## src/rtl/rx_dc_cal_ctrl.sv

```systemverilog
// RX DC-offset calibration sequencer: settle, average 2^LOG_N I/Q samples, write the
// negated means to the frontend offset registers over a settings bus shared with the host.
module rx_dc_cal_ctrl #(
  parameter int BASE       = 0,
  parameter int LOG_N      = 10,
  parameter int SETTLE_CYC = 64
) (
  input  logic        clk,
  input  logic        rst,
  input  logic        start,
  input  logic        abort,
  input  logic        smp_stb,
  input  logic [23:0] i_in,
  input  logic [23:0] q_in,
  input  logic        host_stb,
  input  logic [7:0]  host_addr,
  input  logic [31:0] host_data,
  output logic        set_stb,
  output logic [7:0]  set_addr,
  output logic [31:0] set_data,
  output logic        busy,
  output logic        done,
  output logic [23:0] mean_i,
  output logic [23:0] mean_q
);

  localparam int AW = 24 + LOG_N;
  localparam logic [31:0] SETTLE_LAST = 32'(SETTLE_CYC - 1);
  localparam logic [31:0] SMP_LAST    = 32'((1 << LOG_N) - 1);
  localparam logic [7:0]  ADDR_I      = 8'(BASE + 3);
  localparam logic [7:0]  ADDR_Q      = 8'(BASE + 4);

  typedef enum logic [2:0] {IDLE, SETTLE, ACCUM, CALC, WR_I, WR_Q} state_t;

  state_t             state_q;
  logic [31:0]        cnt_q;
  logic signed [AW-1:0] acc_i_q, acc_q_q;
  logic [23:0]        corr_i_q, corr_q_q;
  logic [23:0]        mi_d, mq_d, ci_d, cq_d;

  // Bits above the binary point of the accumulator are exactly acc >>> LOG_N (floor).
  assign mi_d = acc_i_q[LOG_N +: 24];
  assign mq_d = acc_q_q[LOG_N +: 24];
  // Negating -2^23 would wrap, so pin it to the most positive correction.
  assign ci_d = (mi_d == 24'h800000) ? 24'h7FFFFF : 24'd0 - mi_d;
  assign cq_d = (mq_d == 24'h800000) ? 24'h7FFFFF : 24'd0 - mq_d;

  assign busy = (state_q != IDLE);

  always_ff @(posedge clk or posedge rst) begin
    if (rst) begin
      state_q  <= IDLE;
      cnt_q    <= '0;
      acc_i_q  <= '0;
      acc_q_q  <= '0;
      corr_i_q <= '0;
      corr_q_q <= '0;
      mean_i   <= '0;
      mean_q   <= '0;
      set_stb  <= 1'b0;
      set_addr <= '0;
      set_data <= '0;
      done     <= 1'b0;
    end else begin
      done    <= 1'b0;
      set_stb <= 1'b0;
      // Host always wins the bus; an internal write simply waits in its state.
      if (host_stb) begin
        set_stb  <= 1'b1;
        set_addr <= host_addr;
        set_data <= host_data;
      end else if (!abort && state_q == WR_I) begin
        set_stb  <= 1'b1;
        set_addr <= ADDR_I;
        set_data <= {1'b1, 7'd0, corr_i_q};
      end else if (!abort && state_q == WR_Q) begin
        set_stb  <= 1'b1;
        set_addr <= ADDR_Q;
        set_data <= {1'b1, 7'd0, corr_q_q};
      end

      if (abort) begin
        state_q <= IDLE;
        cnt_q   <= '0;
      end else begin
        case (state_q)
          IDLE: if (start) begin
            state_q <= SETTLE;
            cnt_q   <= '0;
            acc_i_q <= '0;
            acc_q_q <= '0;
          end
          SETTLE: if (cnt_q == SETTLE_LAST) begin
            state_q <= ACCUM;
            cnt_q   <= '0;
          end else begin
            cnt_q <= cnt_q + 32'd1;
          end
          ACCUM: if (smp_stb) begin
            acc_i_q <= acc_i_q + {{LOG_N{i_in[23]}}, i_in};
            acc_q_q <= acc_q_q + {{LOG_N{q_in[23]}}, q_in};
            if (cnt_q == SMP_LAST) begin
              state_q <= CALC;
              cnt_q   <= '0;
            end else begin
              cnt_q <= cnt_q + 32'd1;
            end
          end
          CALC: begin
            mean_i   <= mi_d;
            mean_q   <= mq_d;
            corr_i_q <= ci_d;
            corr_q_q <= cq_d;
            state_q  <= WR_I;
          end
          WR_I: if (!host_stb) state_q <= WR_Q;
          WR_Q: if (!host_stb) begin
            state_q <= IDLE;
            done    <= 1'b1;
          end
          default: state_q <= IDLE;
        endcase
      end
    end
  end

endmodule
```

## config.mk

```make
export PLATFORM = sky130hd
export DESIGN_NAME = rx_dc_cal_ctrl
export DESIGN_NICKNAME = d
export VERILOG_FILES = /design/src/rtl/rx_dc_cal_ctrl.sv
export SDC_FILE = /design/constraint.sdc
export NUM_CORES = 1
export LEC_CHECK = 0
export BUFFER_PORTS_ARGS = -buffer_cell sky130_fd_sc_hd__buf_2
export CAP_MARGIN = 20
export CORE_MARGIN = 10
export CORE_UTILIZATION = 27
export DETAILED_ROUTE_END_ITERATION = 16
export GPL_TIMING_DRIVEN = 0
export PLACE_DENSITY = 0.4
export SETUP_SLACK_MARGIN = 0.1
export SYNTH_ARGS = -nofsm -noshare
export SYNTH_HDL_FRONTEND = slang
export SYNTH_SLANG_ARGS = --single-unit
export TNS_END_PERCENT = 1
```

## constraint.sdc

```tcl
create_clock -name clk -period 20.6 [get_ports clk]
set_input_delay 2.06 -clock clk [delete_from_list [all_inputs] [get_ports clk]]
set_output_delay 2.06 -clock clk [all_outputs]
set_load 0.02 [all_outputs]
```

# Word level (Yosys, flattened, before mapping)

Cells that the tools add are included.

Register bits after elaboration: 241
Bits in latches: 0
Memory bits (writable): 0
Bits in read-only memories: 0
Bits of input ports: 94
Output and inout bits: 91
Word-level logic and storage cells: 80
Memories kept: 0

Add/subtract/negate cells: 5
$mul: 0
Div/mod/pow operators: 0
Order comparisons: 0
Equality and inequality tests: 17
Shifts and indexed selects: 0
Mux-type cells: 33
Bitwise logic cells: 1
Reduce and logical (&&, ||, !) cells: 12

Operators with widths:

| cell                    | number |
|---|---|
| $mux W32                | 8 |
| $pmux W34 S2            | 2 |
| $mux W34                | 3 |
| $pmux W32 S3            | 1 |
| $add A34 B34 Y34        | 2 |
| $eq A24 B24 Y1 const B  | 2 |
| $mux W24                | 2 |
| $sub A1 B24 Y24 const A | 2 |
| $add A32 B1 Y32 const B | 1 |
| $eq A32 B10 Y1 const B  | 1 |
| $eq A32 B6 Y1 const B   | 1 |
| $mux W8                 | 3 |
| $mux W3                 | 7 |
| $ne A3 B3 Y1 const B    | 6 |
| $pmux W3 S6             | 1 |
| $eq A3 B2 Y1 const B    | 2 |
| $eq A3 B3 Y1 const B    | 2 |
| $mux W1                 | 6 |
| $reduce_and A6 Y1       | 1 |
| $reduce_bool A3 Y1      | 2 |
| $ne A2 B2 Y1 const B    | 2 |
| $reduce_and A4 Y1       | 1 |
| $reduce_bool A4 Y1      | 1 |
| $eq A3 B1 Y1 const B    | 1 |
| 7 further kinds         | 8 |

# Depth between registers and ports, before layout

Depth in word-level cells: 5
Mapped depth: 12
Depth with buffers taken out: 12

# Worst setup path after synthesis

Ideal clock, no wire load.

Path kind: input to register
Start point: in q_in[1]
End point: reg acc_q_q[27]
Library setup time: 0.135 ns
Arrival: 4.242 ns
Data required time: 20.465 ns
Slack: 16.223 ns
Cell stages on the path: 10
Buffers on the path: 0
Cells stage by stage: ha_1 -> a211oi_1 -> nor2_1 -> o31a_1 -> a311o_1 -> a221oi_4 -> o21ai_2 -> a311oi_2 -> xor2_1 -> o31ai_1

Word-level cells in the longest chain between the ends: 3

RTL lines:

| element              | line | RTL |
|---|---|---|
| from (decl)          | 14   | `input logic [23:0] q_in,` |
| $add A34 B34 Y34     | 101  | `acc_q_q <= acc_q_q + {{LOG_N{q_in[23]}}, q_in};` |
| $mux W34             | 99   | `ACCUM: if (smp_stb) begin` |
| $pmux W34 S2         | 86   | `case (state_q)` |
| to (signal assigned) | 101  |  |
| to (decl)            | 37   | `logic signed [AW-1:0] acc_i_q, acc_q_q;` |

No other way between the ends. The select of a mux whose other input is x is not followed.
A chain may end at the register's enable or synchronous reset.

# Worst setup path after layout

Start point: in q_in[0]
End point: reg acc_q_q[30]

The elaborated chain is that of the path after synthesis.

==> metrics.log <==
[metrics] Die Ht: 248 µm
[metrics] number of I/O port buffers: 183
[metrics] Critical Path End Type: flip-flop
[metrics] cts-stage hold buffer count: 0
[metrics] number of design rule violations left after detail routing: 0
[metrics] status: completed
[metrics] overall track demand over capacity in global routing: 15.6%
[metrics] largest fanout on the critical path: 5
[metrics] post-route total power: 2520 µW
[metrics] Initial Util: 27.3%
[metrics] I/O pin count: 185
[metrics] flip-flop and latch count after synthesis: 241
[metrics] total wire length after detailed routing: 48,100 µm
[metrics] CTS clock-pin slew for the worst setup and hold paths: 50 ps
[metrics] placed wire-length estimate: 36,800 µm
[metrics] final hold violation count: 0
[metrics] mean area per synthesized cell: 8.85 µm²
[metrics] Die Width: 248 µm
[metrics] post-route antenna net violation count: 0
[metrics] antenna fix cells: 0
[metrics] slew margin rel.: 41.7%
[metrics] critical path capture point: acc_q_q[30]$_DFFE_PP0P_
[metrics] Die Area: 61,400 µm²
[metrics] crit start category: input pin
[metrics] global-route congestion overflow total: 0
[metrics] most instantiated library cell after synthesis: nand2_1
[metrics] number of warnings printed during yosys synthesis: 0
[metrics] number of buffers on the longest clock path: 3
[metrics] most area-consuming cells after synthesis: dfrtp_1, nand2_1, ha_1
[metrics] number of instances in the synthesized netlist: 1,581
[metrics] total number of vias: 12,100
[metrics] share of async-settable or async-resettable flops after synthesis: 100%
[metrics] cell type with the highest aggregate area in the netlist: dfrtp_1
[metrics] Synth cell types: 66
[metrics] final weighted congestion of routability-driven global placement: 0.828
[metrics] core area: 51,300 µm²
[metrics] PwrDens: 149 nW/µm²
[metrics] logic depth of the worst register-to-register path: 9
[metrics] setup repair after global routing missed its margin: false
[metrics] setup slack, reg-to-reg: 17,160 ps
[metrics] number of DRC markers in iteration 0: 576
[metrics] kind of critical path: in2reg
[metrics] clk sink count: 241
[metrics] cts repair resizes: 0
[metrics] total nets after synthesis: 1,746
[metrics] drt wl/cell: 19.2 µm
[metrics] First-pass DRT Iterations: 6
[metrics] number of nets in the finished design: 1,968
[metrics] Skew-Pair Late Insertion Delay: 540 ps
[metrics] peak ir drop on the vdd network: 0.0752 mV
[metrics] final number of setup-violating endpoints: 0
[metrics] area added between synthesis and finish: 21.1%
[metrics] initial antenna violation count: 0
[metrics] # Max-Cap Violations: 0
[metrics] CTS buffer count: 34
[metrics] Yosys top cell area share: 43.1%
[metrics] H-tree depth reported by CTS: 2
[metrics] Tightest Hold Check Type: reg2reg
[metrics] master cell of the clock root buffer: clkbuf_16
[metrics] data required time at the worst endpoint: 21,030 ps
[metrics] origin of the worst setup path: q_in[0]
[metrics] standard-cell rows: 83
[metrics] Worst Max-Slew Pin Slew: 872 ps
[metrics] sequential share of the synthesized area: 43.1%
[metrics] number of global-route vias before repair: 12,400
[metrics] Vias per Instance: 4.84
[metrics] Total Negative Setup Slacks: 0 ps
[metrics] pin count of the biggest net entering global routing: 113
[metrics] worst flop-to-flop path endpoint: acc_i_q[32]$_DFFE_PP0P_
[metrics] number of flops mapped to enable cells by yosys: 0
[metrics] fmax: 221 MHz
[metrics] static power due to leakage: 0.00805 µW
[metrics] buffers inserted by post-CTS timing repair: 0
[metrics] Clock Skew: 27.4 ps
[metrics] startpoint of the most critical register-to-register path: state_q[1]$_DFFE_PP0P_
[metrics] minimum clock period: 4520 ps
[metrics] Post-synth top flop: dfrtp_1
[metrics] final cycle utilization of the critical path: 21.9%
[metrics] worst hold margin: 467 ps
[metrics] wire length of the first global-routing pass: 74,700 µm
[metrics] critical path arrival: 4950 ps
[metrics] TritonCTS clock tree: yes
[metrics] most frequent cells after synthesis: nand2_1, dfrtp_1, nor2_1
[metrics] layout cells sized above 1: 14.4%
[metrics] Final Slew Violations: 0
[metrics] cell area after synthesis: 14,000 µm²
==> where the power goes <==
part | internal, µW | switching [µW]
clock network | 378 | 225
registers | 600 | 130
logic | 480 | 707
==> kinds of logic (layout without fill, tap and decap cells) <==
group | count (synthesis) | in the layout | synth area share (%)
compound gates | 406 | 406 | 18.9
mux | 30 | 30 | 2.17
buf+inv | 110 | 353 | 3.01
simple gates | 605 | 605 | 19.0
flops | 241 | 241 | 43.1
xor+xnor | 118 | 118 | 7.38
fa+ha+maj | 71 | 71 | 6.45
==> worst min-delay path by stage <==
stage,start,end,slack [ps],cells past startpoint
global route,corr_q_q[19]$_DFFE_PP0P_,corr_q_q[19]$_DFFE_PP0P_,490,1
global placement,corr_q_q[19]$_DFFE_PP0P_,corr_q_q[19]$_DFFE_PP0P_,460,1
finish,mean_i[17]$_DFFE_PP0P_,mean_i[17]$_DFFE_PP0P_,470,2
detailed placement,mean_q[2]$_DFFE_PP0P_,mean_q[2]$_DFFE_PP0P_,460,2
CTS,mean_q[7]$_DFFE_PP0P_,mean_q[7]$_DFFE_PP0P_,480,2
floorplan,corr_i_q[22]$_DFFE_PP0P_,corr_i_q[22]$_DFFE_PP0P_,450,2
==> worst max-delay path, cell delays in order <==
cell,delay (ps)
buf_2,110
ha_1,230
inv_1,80
fa_1,180
nor2b_1,70
o31ai_1,380
a21oi_1,200
o2111ai_1,330
a21oi_1,210
a221oi_2,520
o21ai_0,190
xor2_1,190
a22o_1,200
==> cell usage in the layout (no fill, tap or decap), types with 5 or more instances in the layout <==
master and count:
nand2_1 324, o41ai_1 5, xnor2_1 64, xor2_1 54, nor4_1 13, nor2_1 123, clkbuf_8 5, o31ai_1 23
mux2i_1 27, a211oi_1 7, nand3_1 26, a21o_1 41, ha_1 69, nand2b_1 13, o21bai_1 7, clkbuf_16 35
a31oi_1 14, buf_2 190, o22a_1 40, inv_1 31, nor2b_1 11, a21oi_1 89, nor3_1 25, and3_1 12
dfrtp_1 241, o21ai_1 8, o21a_1 8, clkbuf_1 77, and4_1 5, o21ai_0 122, or3_1 6, o211ai_1 6
nand4_1 22
==> final cells by class <==
type                    count  area [µm²]
plain buffers              78         302
multi-input cells        1230        7550
repair buffers            186         976
well taps                 680         851
inverters                  32         128
fillers                  5474       34300
clock buffers              49         978
flip-flops and latches    241        6030
clock inverters             8         144
==> flip-flops by register name, summed over array words and instances (netlist names) <==
register / flops
cnt_q: 32
done: 1
acc_q_q: 34
mean_q: 24
mean_i: 24
corr_i_q: 24
set_addr: 8
acc_i_q: 34
corr_q_q: 24
state_q: 3
set_data: 32
set_stb: 1
==> per-stage QoR <==
step	instance area, µm²	worst slack (ps)	instances	utilization [%]
floorplan	14000	11920	1581	-
detailed placement	15800	15520	2447	30.9
global placement	15800	8200	2444	30.7
finish	17000	16080	2504	33.1
CTS	17000	16090	2504	33.1
global route	17000	15890	2504	33.1
==> metal layers <==
metal / up-vias / track usage [%] / routed length, µm
li1: 6029 / - / -
met1: 5837 / 20.7 / 22800
met2: 204 / 25.6 / 22300
met3: 54 / 2.91 / 1990
met4: 0 / 4.03 / 990
met5: - / 0 / 0
(Power assumes the default switching activity.)
